**src/rtl/operand_entry_pkg.sv**
```systemverilog
// operand_entry_pkg: shared widths, operand reset values and button index encodings
package operand_entry_pkg;
  localparam int OP_W = 16;
  localparam int NIB_W = 4;
  localparam logic [OP_W-1:0] OP1_INIT = 16'h1122;
  localparam logic [OP_W-1:0] OP2_INIT = 16'h3344;
  localparam int BTN_INC = 0;
  localparam int BTN_DEC = 1;
endpackage

```
**src/rtl/operand_entry_debounce_pulse.sv**
```systemverilog
// debounce_pulse: 2-flop synchroniser, stable-count debounce and rising-edge press pulse
//   clk, rst_n (sync, active-low) | raw: async button | level: debounced level | press: 1-cycle pulse on level rise
module debounce_pulse #(
  parameter int DEBOUNCE_CYCLES = 500000
) (
  input  logic clk,
  input  logic rst_n,
  input  logic raw,
  output logic level,
  output logic press
);
  localparam int CW = $clog2(DEBOUNCE_CYCLES + 1);
  logic r_s1, r_s2, r_d, r_d_q;
  logic [CW-1:0] r_cnt;
  always_ff @(posedge clk) begin
    if (!rst_n) begin
      r_s1  <= 1'b0;
      r_s2  <= 1'b0;
      r_d   <= 1'b0;
      r_d_q <= 1'b0;
      r_cnt <= '0;
    end else begin
      r_s1  <= raw;
      r_s2  <= r_s1;
      r_d_q <= r_d;
      // any return to the accepted level restarts the stability count
      if (r_s2 == r_d) r_cnt <= '0;
      else if (r_cnt == CW'(DEBOUNCE_CYCLES - 1)) begin
        r_d   <= r_s2;
        r_cnt <= '0;
      end else r_cnt <= r_cnt + 1'b1;
    end
  end
  assign level = r_d;
  assign press = r_d & ~r_d_q;
endmodule

```
**src/rtl/operand_entry.sv**
```systemverilog
// operand_entry: button-driven nibble editor owning the two ALU operands
//   clk, rst_n (sync, active-low) | button[0]=inc, [1]=dec (raw) | sel_op: 0=op1,1=op2
//   sel_nib: nibble index | op1, op2: registered operands | upd: pulse when an operand changes
module operand_entry
  import operand_entry_pkg::*;
#(
  parameter int DEBOUNCE_CYCLES = 500000,
  parameter logic [OP_W-1:0] OP1_INIT_P = OP1_INIT,
  parameter logic [OP_W-1:0] OP2_INIT_P = OP2_INIT
) (
  input  logic            clk,
  input  logic            rst_n,
  input  logic [1:0]      button,
  input  logic            sel_op,
  input  logic [1:0]      sel_nib,
  output logic [OP_W-1:0] op1,
  output logic [OP_W-1:0] op2,
  output logic            upd
);
  logic w_lvl_inc, w_lvl_dec, w_p_inc, w_p_dec, w_inc, w_dec, w_apply;
  logic [3:0] w_base;
  logic [NIB_W-1:0] w_nib;
  logic [OP_W-1:0] w_cur, w_new;
  logic [OP_W-1:0] r_op1, r_op2;
  logic r_upd;
  debounce_pulse #(.DEBOUNCE_CYCLES(DEBOUNCE_CYCLES)) u_inc (
    .clk(clk), .rst_n(rst_n), .raw(button[BTN_INC]), .level(w_lvl_inc), .press(w_p_inc)
  );
  debounce_pulse #(.DEBOUNCE_CYCLES(DEBOUNCE_CYCLES)) u_dec (
    .clk(clk), .rst_n(rst_n), .raw(button[BTN_DEC]), .level(w_lvl_dec), .press(w_p_dec)
  );
  // a press always coincides with a high level; coincident inc and dec cancel out
  assign w_inc   = w_p_inc & w_lvl_inc;
  assign w_dec   = w_p_dec & w_lvl_dec;
  assign w_apply = w_inc ^ w_dec;
  assign w_base  = {sel_nib, 2'b00};
  assign w_cur   = sel_op ? r_op2 : r_op1;
  assign w_nib   = w_cur[w_base +: NIB_W];
  // nibble wraps on its own, no carry or borrow into neighbours
  always_comb begin
    w_new = w_cur;
    w_new[w_base +: NIB_W] = w_inc ? w_nib + 1'b1 : w_nib - 1'b1;
  end
  always_ff @(posedge clk) begin
    if (!rst_n) begin
      r_op1 <= OP1_INIT_P;
      r_op2 <= OP2_INIT_P;
      r_upd <= 1'b0;
    end else begin
      r_upd <= w_apply;
      if (w_apply && !sel_op) r_op1 <= w_new;
      if (w_apply && sel_op) r_op2 <= w_new;
    end
  end
  assign op1 = r_op1;
  assign op2 = r_op2;
  assign upd = r_upd;
endmodule

```
**config.mk**
```make
export PLATFORM = sky130hd
export DESIGN_NAME = operand_entry
export DESIGN_NICKNAME = d
export VERILOG_FILES = /design/src/rtl/operand_entry_pkg.sv /design/src/rtl/operand_entry_debounce_pulse.sv /design/src/rtl/operand_entry.sv
export SDC_FILE = /design/constraint.sdc
export NUM_CORES = 1
export LEC_CHECK = 0
export CAP_MARGIN = 0
export CORE_MARGIN = 2
export CORE_UTILIZATION = 57
export CTS_CLUSTER_SIZE = 40
export DETAILED_ROUTE_END_ITERATION = 7
export GPL_ROUTABILITY_DRIVEN = 0
export GPL_TIMING_DRIVEN = 0
export PLACE_DENSITY = 0.78
export SYNTH_ARGS = -nofsm -noshare
export SYNTH_HDL_FRONTEND = slang
export SYNTH_HIERARCHICAL = 1
export SYNTH_SLANG_ARGS = --single-unit
```
**constraint.sdc**
```tcl
create_clock -name clk -period 4.1 [get_ports clk]
set_clock_uncertainty 0.1 [all_clocks]
set_input_delay 0.82 -clock clk [delete_from_list [all_inputs] [get_ports clk]]
set_output_delay 0.82 -clock clk [all_outputs]
set_load 0.02 [all_outputs]
```
==> qor.yml <==
outcome: "complete, no violations"
peakVddDrop_uv: 184
cp_num_buf_inv: 2
first_iter_violations: 253
fp.coreArea_um2: 6680
max-slew-margin-rel: 0.554
area_delta_synth_final_pct: 17.5
place_ws_ns: 0.127
cp_cell_sequence: "clkdlybuf4s50_1 > buf_2 > mux4_2 > nand2_1 > nand2_1 > ha_1 > a21oi_1 > nor2_1 > a41o_1 > mux2i_1 > o21ai_1"
clk_pin_slew_ns: 0.08
path_class: "in -> reg"
row_count: 30
tightest_slew_ns: 0.650
rsz0062_at_grt: "false"
drc: 0
final.setup.tns_ns: 0
synth_fp_nets: 465
cp.arrival_ns: 3.78
combinationalPowerShare: 0.061
power.density_nw_per_um2: 320
synthCells: 448
clk_latency_ns: 0.35
setup_viol: 0
postCtsHoldBufs: 0
power.internal_w: 0.00114
yosysSeqAreaShare: 0.406
cpPeakStageDelay_ns: 0.54
path_max_fanout: 10
antenna_found_initial: 0
drive_gt1_frac: 0.0860
netlist_area_um2: 3890
cpLargestDelayFamily: "multiplexers"
hold_viol_final: 0
cts_tree: "yes"
cp-start-kind: "input pin"
die_area_um2: 7500
dieWidth_um: 86.6
layout_common_cells: "dfxtp_1, nor2_1, nand2_1"
cpMaxStageDelayCell: "mux4_2"
initial_core_util: 0.582
critPathRequiredTime_ns: 4.21
setup_ws_ns: 0.436
dr_total_vias: 3408
final_common_cell: "dfxtp_1"
synth.distinct_cells: 44
fin_util: 0.684
grt_usage: 0.238
holdWs_ns: 0.333
chipHeight_um: 86.6
grt_start_max_net_pins: 15
clock_power_share: 0.412
min_period_ns: 3.66
dpl.hpwl_um: 6050
port_buffers: 38
p_switching_w: 0.000325
seqPwrFrac: 0.527
ios: 40
finalWirelength_um: 8500
cap_violations: 0
grt_pass1_vias: 3184
ant_nets: 0
nets: 514
cts_sinks: 79
power.leakage_nw: 1.60
clockBufferDepth: 2
report.final.slew_viol_count: 0
cts_buffers: 9
post-route-period-util: 0.894
first_pass_iters: 5
fmax_ghz: 0.273
crit_path_end_kind: "flip-flop"
cp_common_cell: "nand2_1"
swShare: 0.222
yosysWarnings: 6
gr-total-overflow: 0
hold_path_class: "reg -> reg"
cts_root_buffer: "clkbuf_8"
grt_pass1_wl_um: 14300
syn_area_per_cell_um2: 8.69
avgRoutedWirePerCell_um: 14.7
h-tree-depth: 3
diodes: 0
synth_seq_cells: 79
postCtsResizedCells: 0
cts_setup_buffers: 0
routed_via_density: 5.88
[synthesized netlist by cell type (all sizes together)]
master | n | area [um2]
nand4 | 14 | 87.6
or2 | 2 | 17.5
a21o | 4 | 30.0
nor2 | 65 | 244
and2 | 10 | 62.6
and3 | 3 | 21.3
and4bb | 2 | 25.0
a21oi | 15 | 75.1
xor2 | 8 | 70.1
a31o | 2 | 17.5
a31oi | 1 | 6.26
nand3 | 25 | 135
mux4 | 6 | 135
o31ai | 4 | 57.6
a22oi | 2 | 15.0
buf | 10 | 68.8
ha | 9 | 113
nor4 | 10 | 62.6
or3b | 2 | 17.5
clkbuf | 5 | 18.8
dfxtp | 79 | 1580
a41o | 1 | 10.0
and4b | 1 | 10.0
o211ai | 6 | 45.0
or4 | 4 | 37.5
o21ai | 18 | 90.1
nor3 | 18 | 90.1
xnor2 | 23 | 201
mux2i | 16 | 160
nor2b | 5 | 31.3
nand2b | 1 | 6.26
fa | 1 | 20.0
o22ai | 4 | 25.0
nand2 | 45 | 169
o41ai | 2 | 17.5
inv | 19 | 71.3
a211oi | 6 | 45.0
[worst paths after layout]
check / start / end / slack (ns) / depth (start not counted)
max reg2reg: op2[6] / op2[11] / 1.43 / 9
min: u_inc/r_s1 / u_inc/r_s2 / 0.33 / 1
min reg2reg: u_inc/r_s1 / u_inc/r_s2 / 0.33 / 1
max: sel_nib[1] / op2[11] / 0.44 / 11
[cell families (layout without fill, tap and decap cells)]
logic type               after synthesis  in the layout  synth area share
AO/OA/AOI/OAI                         65             65             0.112
XOR/XNOR                              31             31            0.0698
adder cells (fa/ha/maj)               10             10            0.0341
buffers and inverters                 34             86            0.0408
flip-flops                            79             79             0.406
multiplexers                          22             22            0.0759
AND/OR/NAND/NOR                      207            207             0.261
[area by class of cell]
cell class                 instances  area (um2)
multi-input combinational        335        2150
fill                             557        2110
sequential                        79        1580
timing repair buffer              38         380
clock buffer                       9         124
tap                               80         100
buffer                            15        87.6
clock inverter                     5        75.1
inverter                          19        71.3
[metal layers]
metal	vias up	global-route usage	wire length, um
li1	1672	-	-
met1	1597	0.295	3740
met2	121	0.408	4130
met3	18	0.0314	467
met4	0	0.114	166
met5	-	0	0
[state kept, by name, indices dropped and copies added (netlist names)]
register     cells
upd              1
u_dec/level      1
u_dec/r_s1       1
op2             16
u_inc/r_s2       1
u_inc/r_s1       1
u_inc/r_d_q      1
u_dec/r_d_q      1
u_inc/level      1
u_dec/r_cnt     19
u_dec/r_s2       1
op1             16
u_inc/r_cnt     19
[per-stage QoR]
step	total power, W	area [um2]	cells
after global placement	0.000876	4370	566
after global routing	0.00151	4570	580
after floorplan	0.000852	3890	448
after detailed placement	0.000876	4370	566
after CTS	0.00147	4570	580
final	0.00146	4570	580
[power by group through the flow]
stage	Combinational [W]	Sequential, W	Clock, W
after global placement	0.0000875	0.000788	0
after global routing	0.0000983	0.000770	0.000642
after detailed placement	0.0000882	0.000788	0
final	0.0000898	0.000770	0.000602
after CTS	0.0000887	0.000770	0.000610
after floorplan	0.0000636	0.000788	0
(Power assumes the default switching activity.)
